## src/rtl/capsense_scan_sequencer_if.sv

```systemverilog
// Measurement-channel handshake and result-RAM write port of the capacitive
// sensor scan sequencer, grouped so the sequencer and its peers share one bus.
interface capsense_scan_sequencer_if;
    logic        meas_start;
    logic        meas_done;
    logic [15:0] meas_count;
    logic        res_we;
    logic [3:0]  res_addr;
    logic [15:0] res_data;

    modport master (
        output meas_start, res_we, res_addr, res_data,
        input  meas_done, meas_count
    );

    modport slave (
        input  meas_start, res_we, res_addr, res_data,
        output meas_done, meas_count
    );
endinterface

```

## src/rtl/capsense_scan_sequencer.sv

```systemverilog
// Steps through capacitive sensors: settle, measure (with timeout), store, release.
// Optional per-sensor skipping is enabled by defining CAPSNS_SEQ_MASK_EN.
module capsense_scan_sequencer #(
    parameter int NUM_SENSORS    = 8,
    parameter int SETTLE_CYCLES  = 4,
    parameter int TIMEOUT_CYCLES = 16'hFFFF
) (
    input  logic                   op_clock,
    input  logic                   reset,
    input  logic                   scan_req,
    input  logic                   abort,
`ifdef CAPSNS_SEQ_MASK_EN
    input  logic [NUM_SENSORS-1:0] sensor_mask,
`endif
    capsense_scan_sequencer_if.master bus,
    output logic [3:0]             sensor_sel,
    output logic                   sensor_en,
    output logic                   busy,
    output logic                   scan_done,
    output logic                   timeout_err
);
    typedef enum logic [2:0] {IDLE, SETTLE, MEAS, STORE, RELEASE, DONE} state_t;

    localparam logic [7:0]  SETTLE_LOAD = 8'(SETTLE_CYCLES);
    localparam logic [15:0] TMO_LAST    = 16'(TIMEOUT_CYCLES - 1);

    state_t      state_q, state_d;
    logic [7:0]  settle_cnt_q, settle_cnt_d;
    logic [15:0] tmo_cnt_q, tmo_cnt_d;
    logic [15:0] cap_q, cap_d;
    logic        done_prev_q;
    logic [3:0]  sensor_sel_q, sensor_sel_d;
    logic        sensor_en_q, sensor_en_d;
    logic        meas_start_q, meas_start_d;
    logic        res_we_q, res_we_d;
    logic [3:0]  res_addr_q, res_addr_d;
    logic [15:0] res_data_q, res_data_d;
    logic        busy_q, busy_d;
    logic        scan_done_q, scan_done_d;
    logic        timeout_err_q, timeout_err_d;

    logic [NUM_SENSORS-1:0] eff_mask;
    logic [4:0]             first_sns, next_sns;
    logic                   meas_rise;

`ifdef CAPSNS_SEQ_MASK_EN
    assign eff_mask = sensor_mask;
`else
    assign eff_mask = '1;
`endif

    // Lowest enabled sensor at or above 'from'; bit 4 flags that one exists.
    function automatic logic [4:0] find_next(input logic [NUM_SENSORS-1:0] m, input int from);
        logic [4:0] r;
        r = '0;
        for (int i = NUM_SENSORS - 1; i >= 0; i--) begin
            if (i >= from && m[i]) r = {1'b1, 4'(i)};
        end
        return r;
    endfunction

    always_comb begin
        state_d       = state_q;
        settle_cnt_d  = settle_cnt_q;
        tmo_cnt_d     = tmo_cnt_q;
        cap_d         = cap_q;
        sensor_sel_d  = sensor_sel_q;
        sensor_en_d   = sensor_en_q;
        meas_start_d  = meas_start_q;
        res_we_d      = 1'b0;
        res_addr_d    = res_addr_q;
        res_data_d    = res_data_q;
        scan_done_d   = 1'b0;
        timeout_err_d = timeout_err_q;

        first_sns = find_next(eff_mask, 0);
        next_sns  = find_next(eff_mask, int'(sensor_sel_q) + 1);
        // A done level left over from before MEAS entry never counts; only a fresh rise does.
        meas_rise = bus.meas_done && !done_prev_q;

        if (abort && state_q != IDLE) begin
            state_d      = IDLE;
            sensor_sel_d = '0;
            sensor_en_d  = 1'b0;
            meas_start_d = 1'b0;
        end else begin
            case (state_q)
                IDLE: begin
                    if (scan_req) begin
                        timeout_err_d = 1'b0;
                        if (first_sns[4]) begin
                            state_d      = SETTLE;
                            sensor_sel_d = first_sns[3:0];
                            settle_cnt_d = SETTLE_LOAD;
                            sensor_en_d  = 1'b1;
                        end else begin
                            state_d     = DONE;
                            scan_done_d = 1'b1;
                        end
                    end
                end
                SETTLE: begin
                    if (settle_cnt_q == 8'd0) begin
                        state_d      = MEAS;
                        meas_start_d = 1'b1;
                        tmo_cnt_d    = '0;
                    end else begin
                        settle_cnt_d = settle_cnt_q - 8'd1;
                    end
                end
                MEAS: begin
                    tmo_cnt_d = tmo_cnt_q + 16'd1;
                    if (meas_rise) begin
                        cap_d        = bus.meas_count;
                        state_d      = STORE;
                        meas_start_d = 1'b0;
                    end else if (tmo_cnt_q == TMO_LAST) begin
                        cap_d         = 16'hFFFF;
                        timeout_err_d = 1'b1;
                        state_d       = STORE;
                        meas_start_d  = 1'b0;
                    end
                end
                // Write is launched on leaving STORE so an abort here suppresses it.
                STORE: begin
                    res_we_d   = 1'b1;
                    res_addr_d = sensor_sel_q;
                    res_data_d = cap_q;
                    state_d    = RELEASE;
                end
                RELEASE: begin
                    if (!bus.meas_done) begin
                        if (next_sns[4]) begin
                            state_d      = SETTLE;
                            sensor_sel_d = next_sns[3:0];
                            settle_cnt_d = SETTLE_LOAD;
                        end else begin
                            state_d     = DONE;
                            sensor_en_d = 1'b0;
                            scan_done_d = 1'b1;
                        end
                    end
                end
                DONE: begin
                    state_d      = IDLE;
                    sensor_sel_d = '0;
                end
                default: state_d = IDLE;
            endcase
        end
        busy_d = (state_d != IDLE);
    end

    always_ff @(posedge op_clock) begin
        if (reset) begin
            state_q       <= IDLE;
            settle_cnt_q  <= '0;
            tmo_cnt_q     <= '0;
            cap_q         <= '0;
            done_prev_q   <= 1'b0;
            sensor_sel_q  <= '0;
            sensor_en_q   <= 1'b0;
            meas_start_q  <= 1'b0;
            res_we_q      <= 1'b0;
            res_addr_q    <= '0;
            res_data_q    <= '0;
            busy_q        <= 1'b0;
            scan_done_q   <= 1'b0;
            timeout_err_q <= 1'b0;
        end else begin
            state_q       <= state_d;
            settle_cnt_q  <= settle_cnt_d;
            tmo_cnt_q     <= tmo_cnt_d;
            cap_q         <= cap_d;
            done_prev_q   <= bus.meas_done;
            sensor_sel_q  <= sensor_sel_d;
            sensor_en_q   <= sensor_en_d;
            meas_start_q  <= meas_start_d;
            res_we_q      <= res_we_d;
            res_addr_q    <= res_addr_d;
            res_data_q    <= res_data_d;
            busy_q        <= busy_d;
            scan_done_q   <= scan_done_d;
            timeout_err_q <= timeout_err_d;
        end
    end

    assign sensor_sel     = sensor_sel_q;
    assign sensor_en      = sensor_en_q;
    assign bus.meas_start = meas_start_q;
    assign bus.res_we     = res_we_q;
    assign bus.res_addr   = res_addr_q;
    assign bus.res_data   = res_data_q;
    assign busy           = busy_q;
    assign scan_done      = scan_done_q;
    assign timeout_err    = timeout_err_q;
endmodule
```

## src/flat_wrapper.sv

```systemverilog
// flat-port wrapper written by rule: the top's interface ports become plain ports
module capsense_scan_sequencer_flat 
#(
    parameter int NUM_SENSORS    = 8,
    parameter int SETTLE_CYCLES  = 4,
    parameter int TIMEOUT_CYCLES = 16'hFFFF
)
  (op_clock, reset, scan_req, abort, sensor_sel, sensor_en, busy, scan_done, timeout_err, bus_meas_start, bus_res_we, bus_res_addr, bus_res_data, bus_meas_done, bus_meas_count);
  capsense_scan_sequencer_if bus_i ();
  input  logic op_clock;
  input  logic reset;
  input  logic scan_req;
  input  logic abort;
  output logic [3:0] sensor_sel;
  output logic sensor_en;
  output logic busy;
  output logic scan_done;
  output logic timeout_err;
  output wire logic [$bits(bus_i.meas_start)-1:0] bus_meas_start;
  output wire logic [$bits(bus_i.res_we)-1:0] bus_res_we;
  output wire logic [$bits(bus_i.res_addr)-1:0] bus_res_addr;
  output wire logic [$bits(bus_i.res_data)-1:0] bus_res_data;
  input wire logic [$bits(bus_i.meas_done)-1:0] bus_meas_done;
  input wire logic [$bits(bus_i.meas_count)-1:0] bus_meas_count;
  assign bus_meas_start = bus_i.meas_start;
  assign bus_res_we = bus_i.res_we;
  assign bus_res_addr = bus_i.res_addr;
  assign bus_res_data = bus_i.res_data;
  assign bus_i.meas_done = bus_meas_done;
  assign bus_i.meas_count = bus_meas_count;
  capsense_scan_sequencer #(.NUM_SENSORS(NUM_SENSORS), .SETTLE_CYCLES(SETTLE_CYCLES), .TIMEOUT_CYCLES(TIMEOUT_CYCLES)) u_core (.op_clock(op_clock), .reset(reset), .scan_req(scan_req), .abort(abort), .bus(bus_i), .sensor_sel(sensor_sel), .sensor_en(sensor_en), .busy(busy), .scan_done(scan_done), .timeout_err(timeout_err));
endmodule
```

## config.mk

```make
export PLATFORM = sky130hd
export DESIGN_NAME = capsense_scan_sequencer_flat
export DESIGN_NICKNAME = d
export VERILOG_FILES = /design/src/rtl/capsense_scan_sequencer_if.sv /design/src/rtl/capsense_scan_sequencer.sv /design/src/flat_wrapper.sv
export SDC_FILE = /design/constraint.sdc
export NUM_CORES = 1
export LEC_CHECK = 0
export CAP_MARGIN = 20
export CORE_ASPECT_RATIO = 0.7
export CORE_MARGIN = 4
export CORE_UTILIZATION = 25
export DETAILED_ROUTE_END_ITERATION = 10
export PLACE_DENSITY = 0.48
export SLEW_MARGIN = 20
export SYNTH_ARGS = -nofsm -noshare
export SYNTH_HDL_FRONTEND = slang
export SYNTH_SLANG_ARGS = --single-unit
```

## constraint.sdc

```tcl
create_clock -name op_clock -period 2.1 [get_ports op_clock]
set_input_delay 0.21 -clock op_clock [delete_from_list [all_inputs] [get_ports op_clock]]
set_output_delay 0.21 -clock op_clock [all_outputs]
set_load 0.01 [all_outputs]
```

==> flow_summary_export.csv, run 1 <==
group,metric,value,unit
logic_synthesis,synth_largest_area_cell,"dfxtp_1",
cts,clk_pin_slew,0.06,ns
logic_synthesis,netlist_instances,406,
die,initial_utilization,25.7,%
timing,fin_tns_setup,0,ns
cts,cts_max_path_buffers,2,
cts,cts_buffers,9,
layout,drive_gt1_share,12.9,%
logic_synthesis,yosysTopAreaCellShare,42.5,%
timing,drv_slew,0,
drt,routed_via_density,4.64,
timing,holdWs,0.452,ns
global_routing,grt_util_met1,18.0,%
global_routing,use_met2,15.3,%
die,core-area,13200,sq um
cts,cts_max_level,3,
timing,hold_viol_final,0,
status,status,"finished clean",
logic_synthesis,synth-async-reset-ratio,0,%
place,gp_congestion,0.775,
global_routing,grt_start_max_net_pins,26,
power_and_ir_drop,power,5.27,mW
place,hpwl,6570,um
drt,drtAntennaViolNets,0,
cts,clk-insertion-delay-late,0.33,ns
timing,fmax,498,MHz
worst_setup_path,start_kind,"flop",
logic_synthesis,synth_edf_count,0,
layout,fillers,1379,
die,core.rowCount,35,
drt,dr.pass1.iters,5,
logic_synthesis,yosysUniqueCellTypes,56,
worst_setup_path,cp_data_arrival_time,2.27,ns
power_and_ir_drop,peakVddDrop,0.000509,V
die,die_h,105,um
drt,routed_wl,9010,um
power_and_ir_drop,p_leak,1.58,nW
timing,tightest_slew,0.668,ns
worst_setup_path,cp-end-kind,"flop",
cts,root_buffer,"clkbuf_16",
logic_synthesis,synth_area_leaders,"dfxtp_1 (42%), a21oi_1 (6.3%), nand2_1 (5.8%), a211oi_1 (3.8%), inv_1 (3.2%)",
place,port_buffers,48,
worst_setup_path,path_max_fanout,12,
power_and_ir_drop,p_per_area,1150,nW/um^2
layout,final_common_cell,"dfxtp_1",
global_routing,use_met3,3.39,%
drt,drt_iter0_markers,180,
global_routing,grt_usage,11.8,%
logic_synthesis,ys_seq_elements,72,
cts,cts_sinks,72,
global_routing,first_global_vias,2887,
cts,ctsHoldBuffers,0,
worst_hold_path,hold_class,"flop to flop",
timing,setup_viol,0,
global_routing,grt_pass1_wl,14800,um
timing,skew,0.00793,ns
worst_setup_path,worstSetupPathType,"flop to flop",
die,io_pins,51,
layout,antenna_cells,0,
layout,final_cell_mix,"dfxtp_1 (72), nand2_1 (52), clkdlybuf4s50_1 (48)",
timing,slew_headroom,55.5,%
layout,area_growth,35.3,%
drt,drc,0,
layout,fin_util,34.7,%
timing,min_period_over_period,95.7,%
layout,final_nets,501,
logic_synthesis,yosysWarnings,0,
cts,cts_tree,"done",
logic_synthesis,syn_area_per_cell,8.36,sq um
global_routing,grt_antenna_before_repair,0,
drt,vias,3079,
logic_synthesis,synth_area,3390,sq um
logic_synthesis,ys_seq_area_share,42.5,%
die,die_w,147,um
die,die_area,15500,sq um
logic_synthesis,synthFlopType,"dfxtp_1",
global_routing,grt_busiest_layer,"met1",
global_routing,grt_overflow,0,
drt,wire_per_inst,13.6,um
timing,finalCriticalPeriod,2.01,ns
worst_setup_path,worst_ep_required_time,2.36,ns
flow_run,drv_cap,0,
-- flip-flops by register name (all words and copies together), names as in the netlist --
signal	cells
u_core.sensor_en	1
u_core.state_q	3
u_core.scan_done	1
u_core.settle_cnt_q	8
u_core.bus.meas_start	1
u_core.bus.res_addr	3
u_core.bus.res_data	16
u_core.bus.res_we	1
u_core.busy	1
u_core.done_prev_q	1
u_core.sensor_sel	3
u_core.tmo_cnt_q	16
u_core.timeout_err	1
u_core.cap_q	16
-- power by group --
group	internal (mW)	switching (mW)	total, mW
sequential	1.50	0.155	1.66
clock	1.15	0.578	1.73
combinational	0.888	0.998	1.89
total	3.54	1.73	5.27
-- what timing repair did --
item | in CTS | in global routing
gates resized for setup | 0 | 1
setup endpoints to repair | 0 | 11
buffers inserted | 0 | 3
-- logic make-up after synthesis --
logic type / Yosys count / synth area share (%)
AO/OA/AOI/OAI: 106 / 20.1
XOR/XNOR: 2 / 0.516
adder cells (fa/ha/maj): 5 / 1.84
buffers and inverters: 54 / 7.00
flip-flops: 72 / 42.5
multiplexers: 3 / 0.921
other: 1 / 0.110
AND/OR/NAND/NOR: 163 / 27.1
-- cells in the mapped netlist, types with 5 or more instances --
master	instances
or4_1	9
nor2_1	29
o21ai_0	14
or3_1	10
inv_1	29
nor3_1	5
buf_2	10
o31ai_1	9
a211oi_1	17
ha_1	5
nand2_1	52
nor2b_1	8
clkbuf_1	9
nand4_1	9
nand3_1	12
dfxtp_1	72
a21oi_1	43
a31oi_1	6
-- critical path: stages, from the launching register on --
cell and delay [ns]:
dfxtp_1 0.32, inv_1 0.07, ha_1 0.20, nor4b_4 0.38, a31oi_4 0.27, or4_1 0.56, a21oi_1 0.15
-- path summary, 6_finish.rpt --
| path | startpoint | to | slack (ns) | cells after the start |
|---|---|---|---|---|
| worst max-delay path | u_core.settle_cnt_q[0]$_SDFFE_PP0P_ | u_core.tmo_cnt_q[13]$_SDFFE_PP0P_ | 0.09 | 6 |
| worst min-delay path | u_core.cap_q[6]$_SDFFE_PP0P_ | u_core.bus.res_data[6]$_SDFFE_PP0P_ | 0.45 | 2 |
| worst max register to register | u_core.settle_cnt_q[0]$_SDFFE_PP0P_ | u_core.tmo_cnt_q[13]$_SDFFE_PP0P_ | 0.09 | 6 |
| worst min register to register | u_core.cap_q[6]$_SDFFE_PP0P_ | u_core.bus.res_data[6]$_SDFFE_PP0P_ | 0.45 | 2 |
-- area by class of cell --
cell class                      count  area (sq um)  share of cell area, %
Clock buffer                        9           225                   4.90
Clock inverter                      6           109                   2.37
Inverter                           29           109                   2.37
Multi-Input combinational cell    281          1730                   37.6
Sequential cell                    72          1440                   31.4
Tap cell                          185           231                   5.04
Timing Repair Buffer               82           748                   16.3
-- per-stage QoR --
stage,setup WS [ns],area [sq um],instances
after floorplan,0.173,3400,407
after global placement,0.0425,4230,646
after detailed placement,-0.0213,4230,646
after CTS,0.000643,4560,661
after global routing,-0.0159,4590,664
final,0.0910,4590,664
-- per-layer routing --
metal / up-vias / part of all wire [%]
li1: 1581 / -
met1: 1436 / 54
met2: 52 / 40
met3: 10 / 4.3
met4: 0 / 1.1
met5: - / 0
No activity file was read; power rests on OpenSTA's default activity.
==> run 2, diff against run 1 <==
SKIP_LAST_GASP = 1   (was unset)
==> results of run 2 <==
No change in the layout: final DEF, timing and power equal those of run 1.
==> run 3, diff against run 2 <==
CORE_MARGIN = 2   (was 4)
==> run 3 against run 2 <==
  * Sequential power hardly changed
  * Critical path depth increased by 1
  * Sequential cell count is the same
  * Largest power group unchanged
  * Hold slack got worse by 0.0022 ns
  * Largest cell class unchanged
==> flow_summary_export.csv, run 3 (synthesized netlist as in run 1, its figures left out) <==
group,metric,value,unit
worst_setup_path,critPathBufInv,2,
layout,fin_util,34.6,%
place,hpwl,6450,um
worst_setup_path,path_cells,"inv_1 > ha_1 > nor4b_4 > a31oi_4 > buf_4 > or3_1 > a21oi_1",
drt,drt_iter0_markers,157,
power_and_ir_drop,p_per_area,1130,nW/um^2
timing,finalCriticalPeriod,1.91,ns
status,status,"finished clean",
global_routing,grt_antenna_before_repair,0,
global_routing,grt_overflow,0,
timing,skew,0.00702,ns
flow_run,drv_cap,0,
drt,routed_wl,8920,um
timing,slew_headroom,51.5,%
timing,fin_tns_setup,0,ns
timing,tightest_slew,0.728,ns
power_and_ir_drop,power,5.18,mW
worst_setup_path,cp_data_arrival_time,2.17,ns
cts,cts_sinks,72,
timing,fmax,524,MHz
cts,cts_max_path_buffers,2,
place,gp_congestion,0.832,
worst_setup_path,path_delay_family,"simple AND/OR/NAND/NOR gates",
layout,area_growth,34.9,%
layout,regArea,1440,sq um
worst_setup_path,worstSetupPathType,"flop to flop",
timing,drv_slew,0,
die,core-area,13200,sq um
timing,hold_viol_final,0,
layout,antenna_cells,0,
die,core.rowCount,35,
layout,multi_input_area,1730,sq um
drt,wire_per_inst,13.4,um
cts,clk-insertion-delay-late,0.33,ns
drt,routed_via_density,4.68,
cts,cts_buffers,9,
layout,final_cell_mix,"dfxtp_1 (72), nand2_1 (52), clkdlybuf4s50_1 (48)",
worst_setup_path,cp-end-kind,"flop",
global_routing,first_global_vias,2818,
die,io_pins,51,
worst_setup_path,slowest_delay,0.34,ns
worst_setup_path,start_kind,"flop",
global_routing,grt_usage,12.7,%
die,die_area,14500,sq um
worst_hold_path,hold_class,"flop to flop",
place,port_buffers,48,
drt,vias,3112,
worst_setup_path,path_max_fanout,12,
timing,rsz0062_at_grt,"false",
worst_setup_path,worst_ep_required_time,2.36,ns
layout,fillers,1399,
timing,setup_viol,0,
drt,drtAntennaViolNets,0,
global_routing,grt_pass1_wl,14500,um
power_and_ir_drop,peakVddDrop,0.000589,V
global_routing,grt_start_max_net_pins,45,
layout,final_nets,501,
die,initial_utilization,25.7,%
timing,min_period_over_period,90.9,%
layout,final_common_cell,"dfxtp_1",
cts,root_buffer,"clkbuf_16",
cts,cts_tree,"done",
cts,ctsHoldBuffers,0,
worst_setup_path,slowest_stage,"or3_1",
cts,clk_pin_slew,0.06,ns
drt,drc,0,
die,die_h,101,um
layout,drive_gt1_share,12.9,%
die,die_w,143,um
drt,dr.pass1.iters,4,
cts,cts_max_level,3,
power_and_ir_drop,p_leak,1.56,nW
## run 3: changes by cell type in the layout (fill, tap and decap cells not counted), sizes merged
cell / change
clkinvlp: +1
bufinv: -1
clkinv: -2
clkbuf: +3
## run 3: worst reg2reg max path, cell delays in order, from the launching register on
cell and delay, ns:
dfxtp_1 0.30, inv_1 0.07, ha_1 0.17, nor4b_4 0.33, a31oi_4 0.25, buf_4 0.24, or3_1 0.34, a21oi_1 0.15
## run 3: area by class of cell
class	instances	share of cell area, %
Clock buffer	12	5.60
Clock inverter	4	1.67
Inverter	29	2.38
Multi-Input combinational cell	281	37.7
Sequential cell	72	31.5
Tap cell	185	5.06
Timing Repair Buffer	82	16.1
## run 3: through the flow
stage                     worst slack (ns)  std cells  hold slack (ns)  instance area (sq um)
after global placement              0.0750        649            0.443                   4240
after detailed placement            0.0174        649            0.446                   4240
final                                0.191        665            0.450                   4580
after floorplan                      0.173        407            0.289                   3400
after global routing                0.0441        665            0.472                   4580
after CTS                            0.101        665            0.454                   4570
## run 3: power by group
group	total (mW)	internal (mW)	switching, mW
Sequential	1.65	1.50	0.144
Clock	1.69	1.11	0.584
Combinational	1.84	0.823	1.02
## run 3: worst paths after layout
check | startpoint | cells past startpoint | slack, ns | endpoint
worst max register to register | u_core.settle_cnt_q[0]$_SDFFE_PP0P_ | 7 | 0.19 | u_core.tmo_cnt_q[8]$_SDFFE_PP0P_
worst min register to register | u_core.cap_q[13]$_SDFFE_PP0P_ | 2 | 0.45 | u_core.bus.res_data[13]$_SDFFE_PP0P_
worst min-delay path | u_core.cap_q[13]$_SDFFE_PP0P_ | 2 | 0.45 | u_core.bus.res_data[13]$_SDFFE_PP0P_
worst max-delay path | u_core.settle_cnt_q[0]$_SDFFE_PP0P_ | 7 | 0.19 | u_core.tmo_cnt_q[8]$_SDFFE_PP0P_
## run 3: what timing repair did
action | in CTS | in global routing
gates resized for setup | 0 | 1
buffers inserted | 0 | 0
endpoints found under the setup margin | 0 | 6
## run 3: routing by layer
layer / wire length (um) / share of wire, % / up-vias / global-route usage (%)
met4: 58 / 0.65 / 0 / 3.17
met5: 0 / 0 / - / 0
met1: 4910 / 55 / 1452 / 19.7
li1: - / - / 1587 / -
met2: 3550 / 40 / 67 / 16.7
met3: 396 / 4.4 / 6 / 4.02
